[config.mk]
export PLATFORM = sky130hd
export DESIGN_NAME = qp_mac_accumulator_flat
export DESIGN_NICKNAME = d
export VERILOG_FILES = /design/src/rtl/qp_fixed_pkg.sv /design/src/rtl/qp_mac_accumulator_if.sv /design/src/rtl/qp_mac_accumulator.sv /design/src/flat_wrapper.sv
export SDC_FILE = /design/constraint.sdc
export NUM_CORES = 2
export LEC_CHECK = 0
export CORE_ASPECT_RATIO = 0.5
export CORE_UTILIZATION = 60
export DETAILED_ROUTE_END_ITERATION = 8
export DONT_BUFFER_PORTS = 1
export HOLD_SLACK_MARGIN = 0.02
export PLACE_DENSITY_LB_ADDON = 0.15
export REMOVE_ABC_BUFFERS = 1
export SYNTH_ARGS = -nofsm -noshare
export SYNTH_HDL_FRONTEND = slang
export SYNTH_SLANG_ARGS = --single-unit
[constraint.sdc]
create_clock -name clk -period 15.3 [get_ports clk]
set_input_delay 3.06 -clock clk [delete_from_list [all_inputs] [get_ports clk]]
set_output_delay 3.06 -clock clk [all_outputs]
set_load 0.02 [all_outputs]
[src/rtl/qp_fixed_pkg.sv]
// Shared Q15.16 fixed-point definitions for the MAC and PDNN activation stages.
package qp_fixed_pkg;

  localparam int DATA_W    = 32;
  localparam int FRAC_DFLT = 16;

  typedef logic signed [DATA_W-1:0] q_t;

  // Clamp a wide signed value to the 32-bit Q range.
  function automatic q_t sat32(input logic signed [63:0] v);
    if (v > 64'sh0000_0000_7FFF_FFFF)
      return q_t'(32'h7FFF_FFFF);
    else if (v < 64'shFFFF_FFFF_8000_0000)
      return q_t'(32'h8000_0000);
    else
      return q_t'(v[DATA_W-1:0]);
  endfunction

endpackage

[src/rtl/qp_mac_accumulator_if.sv]
// Term stream in, saturated result out, for the MAC accumulator.
interface qp_mac_accumulator_if;
  import qp_fixed_pkg::*;

  logic start;
  q_t   w;
  q_t   x;
  logic in_valid;
  logic in_ready;
  q_t   e;
  logic en;
  logic busy;

  modport master (
    output start, w, x, in_valid,
    input  in_ready, e, en, busy
  );

  modport slave (
    input  start, w, x, in_valid,
    output in_ready, e, en, busy
  );

endinterface

[src/rtl/qp_mac_accumulator.sv]
// Fixed-point MAC: sums N_TERMS floor-shifted w*x products, saturates to 32 bits,
// and strobes en low for one cycle with the new result on e.
//
//   state | meaning
//   IDLE  | waiting for start, in_ready low
//   ACC   | accepting terms, one per valid cycle
//   OUT   | e is new and en is low for this cycle
module qp_mac_accumulator
  import qp_fixed_pkg::*;
#(
  parameter int N_TERMS = 4,
  parameter int FRAC    = FRAC_DFLT,
  parameter int ACC_W   = 56
) (
  input logic clk,
  input logic rst,
  qp_mac_accumulator_if.slave bus
);

  localparam int CNT_W = (N_TERMS > 1) ? $clog2(N_TERMS) : 1;
  localparam logic [CNT_W-1:0] LAST = CNT_W'(N_TERMS - 1);

  typedef enum logic [1:0] {
    IDLE = 2'd0,
    ACC  = 2'd1,
    OUT  = 2'd2
  } state_t;

  state_t                   state;
  logic [CNT_W-1:0]         count;
  logic signed [ACC_W-1:0]  acc;
  logic signed [63:0]       prod;
  logic signed [63:0]       prod_shr;
  logic signed [ACC_W-1:0]  term;
  logic signed [ACC_W-1:0]  sum;
  logic                     accept;

  assign prod     = $signed({{32{bus.w[31]}}, bus.w}) * $signed({{32{bus.x[31]}}, bus.x});
  assign prod_shr = prod >>> FRAC;
  assign term     = ACC_W'(prod_shr);
  assign sum      = acc + term;
  assign accept   = (state == ACC) && bus.in_valid;

  assign bus.in_ready = (state == ACC);
  assign bus.busy     = (state == ACC) || (state == OUT);

  always_ff @(posedge clk) begin
    if (rst) begin
      state  <= IDLE;
      count  <= '0;
      acc    <= '0;
      bus.e  <= '0;
      bus.en <= 1'b1;
    end else begin
      case (state)
        IDLE: begin
          if (bus.start) begin
            acc   <= '0;
            count <= '0;
            state <= ACC;
          end
        end
        ACC: begin
          if (accept) begin
            acc   <= sum;
            count <= count + 1'b1;
            if (count == LAST) begin
              bus.e  <= sat32(64'(sum));
              bus.en <= 1'b0;
              state  <= OUT;
            end
          end
        end
        OUT: begin
          bus.en <= 1'b1;
          state  <= IDLE;
        end
        default: state <= IDLE;
      endcase
    end
  end

endmodule

[src/flat_wrapper.sv]
// flat-port wrapper written by rule: the top's interface ports become plain ports
module qp_mac_accumulator_flat import qp_fixed_pkg::*;
#(
  parameter int N_TERMS = 4,
  parameter int FRAC    = FRAC_DFLT,
  parameter int ACC_W   = 56
)
  (clk, rst, bus_start, bus_w, bus_x, bus_in_valid, bus_in_ready, bus_e, bus_en, bus_busy);
  qp_mac_accumulator_if bus_i ();
  input logic clk;
  input logic rst;
  input wire logic [$bits(bus_i.start)-1:0] bus_start;
  input wire logic [$bits(bus_i.w)-1:0] bus_w;
  input wire logic [$bits(bus_i.x)-1:0] bus_x;
  input wire logic [$bits(bus_i.in_valid)-1:0] bus_in_valid;
  output wire logic [$bits(bus_i.in_ready)-1:0] bus_in_ready;
  output wire logic [$bits(bus_i.e)-1:0] bus_e;
  output wire logic [$bits(bus_i.en)-1:0] bus_en;
  output wire logic [$bits(bus_i.busy)-1:0] bus_busy;
  assign bus_i.start = bus_start;
  assign bus_i.w = bus_w;
  assign bus_i.x = bus_x;
  assign bus_i.in_valid = bus_in_valid;
  assign bus_in_ready = bus_i.in_ready;
  assign bus_e = bus_i.e;
  assign bus_en = bus_i.en;
  assign bus_busy = bus_i.busy;
  qp_mac_accumulator #(.N_TERMS(N_TERMS), .FRAC(FRAC), .ACC_W(ACC_W)) u_core (.clk(clk), .rst(rst), .bus(bus_i));
endmodule
# Word-level counts from Yosys, hierarchy flattened
# Index checks and enable logic that the tools add are counted.
[totals] out_inout_bits=35 word_cells=40 register_bits=93 mem_bits_rw=0 memories=0 latch_bits=0 mem_bits_ro=0
[classes] n_eq_ne=6 n_reduce_logical=9 div=0 n_bitwise=0 n_shift=0 n_addsub=2 multipliers=1 magnitude_cmp=2 n_mux=15
[op_table] operator="56-bit 2-to-1 mux" count=2
[op_table] operator="56-bit one-hot mux with 2 select lines" count=1
[op_table] operator="32-bit by 32-bit multiplier with 64-bit output" count=1
[op_table] operator="32-bit 2-to-1 mux" count=2
[op_table] operator="56-bit by 48-bit adder with 56-bit output" count=1
[op_table] operator="56-bit by 32-bit greater-than comparator with 1-bit output (second input constant)" count=1
[op_table] operator="56-bit by 32-bit less-than comparator with 1-bit output (second input constant)" count=1
[op_table] operator="3-bit AND reduction" count=4
[op_table] operator="2-bit 2-to-1 mux" count=5
[op_table] operator="2-bit one-hot mux with 2 select lines" count=2
[op_table] operator="2-bit equality test (second input constant)" count=2
[op_table] operator="2-bit by 1-bit != test with 1-bit output (second input constant)" count=2
[op_table] operator="2-bit nonzero test" count=2
[op_table] operator="2-bit by 1-bit adder with 2-bit output (second input constant)" count=1
[op_table] operator="2-bit by 1-bit equality test with 1-bit output (second input constant)" count=1
[op_table] operator="2-bit zero test" count=1
[op_table] operator="1-bit 2-to-1 mux" count=2
[op_table] operator="2-bit != test (second input constant)" count=1
[op_table] operator="1-bit one-hot mux with 2 select lines" count=1
[op_table] operator="1-bit logical AND" count=1
[op_table] operator="1-bit logical OR" count=1

# Longest topological paths before layout
[depth] word_depth=5 ltp_mapped=45

# Worst setup path after synthesis
# OpenSTA, ideal clock, no wires.
[synth_path] path_kind="input port to flip-flop" from="in bus_x[2]" to="reg u_core.bus.e[0]" slack_ns=2.111 path_buffers=2 required_ns=15.154 path_stages=37 arrival_ns=13.043 setup_time_ns=0.146 cell_sequence="clkbuf_1 > nand2_1 > inv_1 > fa_1 > fa_1 > fa_1 > inv_1 > fa_1 > inv_1 > fa_1 > fa_1 > inv_1 > fa_1 > inv_1 > fa_1 > ha_1 > a21o_1 > a21o_1 > a21oi_1 > nor2_1 > o21ai_0 > o211ai_1 > xnor2_1 > ha_1 > a21o_1 > a211o_1 > a21oi_1 > nor2_1 > or3_1 > o2111ai_1 > a311oi_2 > or4_1 > and4bb_1 > nand4_2 > o31ai_4 > buf_6 > a211oi_2"
[synth_via] elab_chain_len=5 elab_cells_between_ends=6 cone_classes="add/sub (1); mul (1); order compare (2); mux (2)"
[synth_rtl] item="start: declaration" line="flat_wrapper.sv:14" text="input wire logic [$bits(bus_i.x)-1:0] bus_x;"
[synth_rtl] item="32-bit by 32-bit multiplier with 64-bit output *" line="qp_mac_accumulator.sv:38" text="assign prod = $signed({{32{bus.w[31]}}, bus.w}) * $signed({{32{bus.x[31]}}, bus.x});"
[synth_rtl] item="56-bit by 48-bit adder with 56-bit output *" line="qp_mac_accumulator.sv:41" text="assign sum = acc + term;"
[synth_rtl] item="56-bit by 32-bit less-than comparator with 1-bit output" line="qp_fixed_pkg.sv:13" text="else if (v < 64'shFFFF_FFFF_8000_0000)"
[synth_rtl] item="32-bit 2-to-1 mux" line="qp_fixed_pkg.sv:13"
[synth_rtl] item="32-bit 2-to-1 mux *" line="qp_fixed_pkg.sv:11" text="if (v > 64'sh0000_0000_7FFF_FFFF)"
[synth_rtl] item="end signal: assignment" line="qp_mac_accumulator.sv:68" text="bus.e <= sat32(64'(sum));"
[synth_rtl] item="end: declaration" line="qp_mac_accumulator_if.sv:21" text="output in_ready, e, en, busy"
# Every way passes the cells marked *; elsewhere a longest branch is shown, timed or not.
# A chain may end at the register's enable or synchronous reset.

# Worst setup path in the final report
[layout_path] from="in bus_w[17]" to="reg u_core.bus.e[6]"
[layout_via] elab_chain_len=5 elab_cells_between_ends=6 cone_classes="add/sub (1); mul (1); order compare (2); mux (2)"
[layout_rtl] item="start: declaration" line="flat_wrapper.sv:13" text="input wire logic [$bits(bus_i.w)-1:0] bus_w;"
[layout_rtl] item="32-bit by 32-bit multiplier with 64-bit output *" line="qp_mac_accumulator.sv:38"
[layout_rtl] item="56-bit by 48-bit adder with 56-bit output *" line="qp_mac_accumulator.sv:41"
[layout_rtl] item="56-bit by 32-bit less-than comparator with 1-bit output" line="qp_fixed_pkg.sv:13"
[layout_rtl] item="32-bit 2-to-1 mux" line="qp_fixed_pkg.sv:13"
[layout_rtl] item="32-bit 2-to-1 mux *" line="qp_fixed_pkg.sv:11"
# Marked as above.

==> metrics <==
hold path startpoint u_core.acc[45]; Main synth FF type dfxtp_1; startpoint class of the critical path primary input; leading area contributor after synthesis fa_1; worst slew pin tran 1.06 ns; Crit path buffers/inverters 3; worst r2r src u_core.acc[20]; Clock Skew 0.00910 ns; worst rel slew slack 0.295; synthesis-stage register bit count 93; first-pass GRT wire length 179000 um; Avg WL per Cell 20.4 um; Hold Path Stages 2; post-route clock period utilization 0.935; DP HPWL 86200 um; Final Critical Period 14.31 ns; setup_tns 0 ns; Setup CP Type primary input to register; max-slew violation count 0; share of layout cells above drive strength 1 0.0215; Top delay family on crit path adder cells; Global Route Usage Sum 0.319; Maximum Capacitance Violations 0; top cells by area, synth fa_1 51%, inv_1 8.8%, and2_1 8.0%; Routed Antenna Nets 0; Routability Congestion 0.920; RSZ-0062 raised after global routing false; Chip Width 379 um; final hold vios 0; status finished, final reports clean; Synth Warn # 0; die height 191 um; Largest stage delay, worst path 0.59 ns; syn_area_per_cell 9.19 um^2; grt total ovfl 0; core area 69700 um^2; Worst Hold Slack 0.512 ns; drt total wl 109000 um; Cell variety after synth 93; number of flops mapped to enable cells by yosys 0; CTS Hold Bufs 0; endpoints failing setup 0; largest net degree at the start of global routing 94; Port-buffer cells 0; Skew-Pair Late Insertion Delay 0.37 ns; Hold WC Path Type register to register; Slowest-stage cell, CP fa_1; crit-path max FO 32; Worst R2R Setup Slack 10.79 ns; DRC Markers 0; Via density 5.72; # fillers 5998; root buf cell clkbuf_16; FMAX 69.9 MHz; vias 30700; H-tree depth 3; clk buf depth 2; top cells by count, synth 1082 x fa_1, 1002 x inv_1, 546 x and2_1, 519 x nand2_1, 246 x ha_1; cell with the most instances after synthesis fa_1; Worst Reg2Reg Path Length in Cells 14; FF-to-FF End u_core.bus.e[6]; DRT iter0 DRCs 2136; clock sink total 93; DRT Pass-1 Iters 5; initial core utilization 0.612; Clk pin slew, worst setup/hold paths 0.07 ns; number of global-route vias before repair 32900; initial antenna violation count 3; Ports 103; Hold Path End u_core.acc[45]; Post-Syn Area 42700 um^2; Die Area 72200 um^2; Seq/Total Area, Yosys 0.0436; Synth Instances 4642; most used cell, CP fa_1; Num CTS Buffers 9; FP Rows 68; Worst setup EP type register; nets@finish 5805; CTS tree yes; share of the synthesized area in the top cell type 0.508; data required time of the worst path 15.54 ns; area grow syn2layout 1.36%; Gates resized, CTS repair 0; Async S/R FF share, synth 0; setup bufs post-CTS 0; Critical Path AT 14.55 ns
cells by family after synthesis:
kind of cell	count (synthesis)	share of synthesized area
XOR/XNOR	103	0.0211
flip-flops	93	0.0436
AO/OA/AOI/OAI	457	0.0779
multiplexers	4	0.000938
buffers and inverters	1255	0.111
adder cells (fa/ha/maj)	1328	0.580
AND/OR/NAND/NOR	1402	0.165
worst max path at each step:
stage / from / end / slack, ns / cells past startpoint
2_1_floorplan: bus_x[2] / u_core.bus.e[2] / 1.49 / 34
3_3_place_gp: bus_w[17] / u_core.bus.e[2] / 0.95 / 37
3_5_place_dp: bus_w[18] / u_core.bus.e[2] / 0.76 / 37
4_1_cts: bus_w[18] / u_core.bus.e[16] / 1.15 / 37
5_1_grt: bus_w[17] / u_core.bus.e[2] / 0.52 / 38
6_report: bus_w[17] / u_core.bus.e[6] / 0.99 / 38
routing by layer:
layer  vias up  track usage  wire length [um]
li1      13300            -                 -
met1     16100        0.454             46200
met2      1089        0.536             53400
met3       130       0.0376              7630
met4         2       0.0527              1800
met5         -      0.00472                50
worst reg2reg max path, cell delays in order (launching register included):
cell and delay (ns):
dfxtp_1 0.32, ha_1 0.48, nand3_1 0.19, nor3_2 0.46, nand2_1 0.14, a211oi_2 0.55, o2111ai_4 0.21, nor2_1 0.17
a311oi_2 0.08, or4_1 0.53, and4bb_1 0.29, nand4_2 0.14, o31ai_4 0.23, buf_4 0.45, a211oi_2 0.15
flip-flops by register name, indices dropped and copies added, names as in the netlist:
| signal | cells |
|---|---|
| u_core.bus.e | 32 |
| u_core.state | 2 |
| u_core.acc | 56 |
| u_core.count | 2 |
| u_core.bus.en | 1 |
layout by cell type (no fill, tap or decap), types with 38 or more instances in the layout:
cell type  synthesis  final
ha_1             246    246
a21oi_1          104    104
dfxtp_1           93     93
nand2_1          519    519
a22oi_1           51     51
o21ai_0           45     45
fa_1            1082   1082
o21ai_1           38     38
a21o_1            39     39
inv_1           1002   1002
nor2_1           190    189
and2_1           546    546
xnor2_1           72     71
final cells by class:
| type | count | area [um^2] | area share |
|---|---|---|---|
| multi-input cells | 3294 | 36100 | 0.834 |
| inverters | 1002 | 3760 | 0.0870 |
| flip-flops and latches | 93 | 1860 | 0.0431 |
| well taps | 945 | 1180 | 0.0273 |
| clock buffers | 10 | 239 | 0.00553 |
| repair buffers | 9 | 67.6 | 0.00156 |
| clock inverters | 6 | 63.8 | 0.00148 |
| diodes | 1 | 2.50 | 0.0000579 |
through the flow:
stage | std cells | cell area, um^2 | worst slack (ns) | utilization
6_report | 5360 | 43200 | 0.988 | 0.621
3_5_place_dp | 5343 | 42900 | 0.760 | 0.616
3_3_place_gp | 5343 | 42900 | 0.954 | 0.616
5_1_grt | 5359 | 43200 | 0.523 | 0.621
2_1_floorplan | 4389 | 41700 | 1.49 | -
4_1_cts | 5359 | 43200 | 1.15 | 0.621
Power is not shown: default switching activity piles up to over one toggle a cycle in this logic, so the estimate is an artifact.
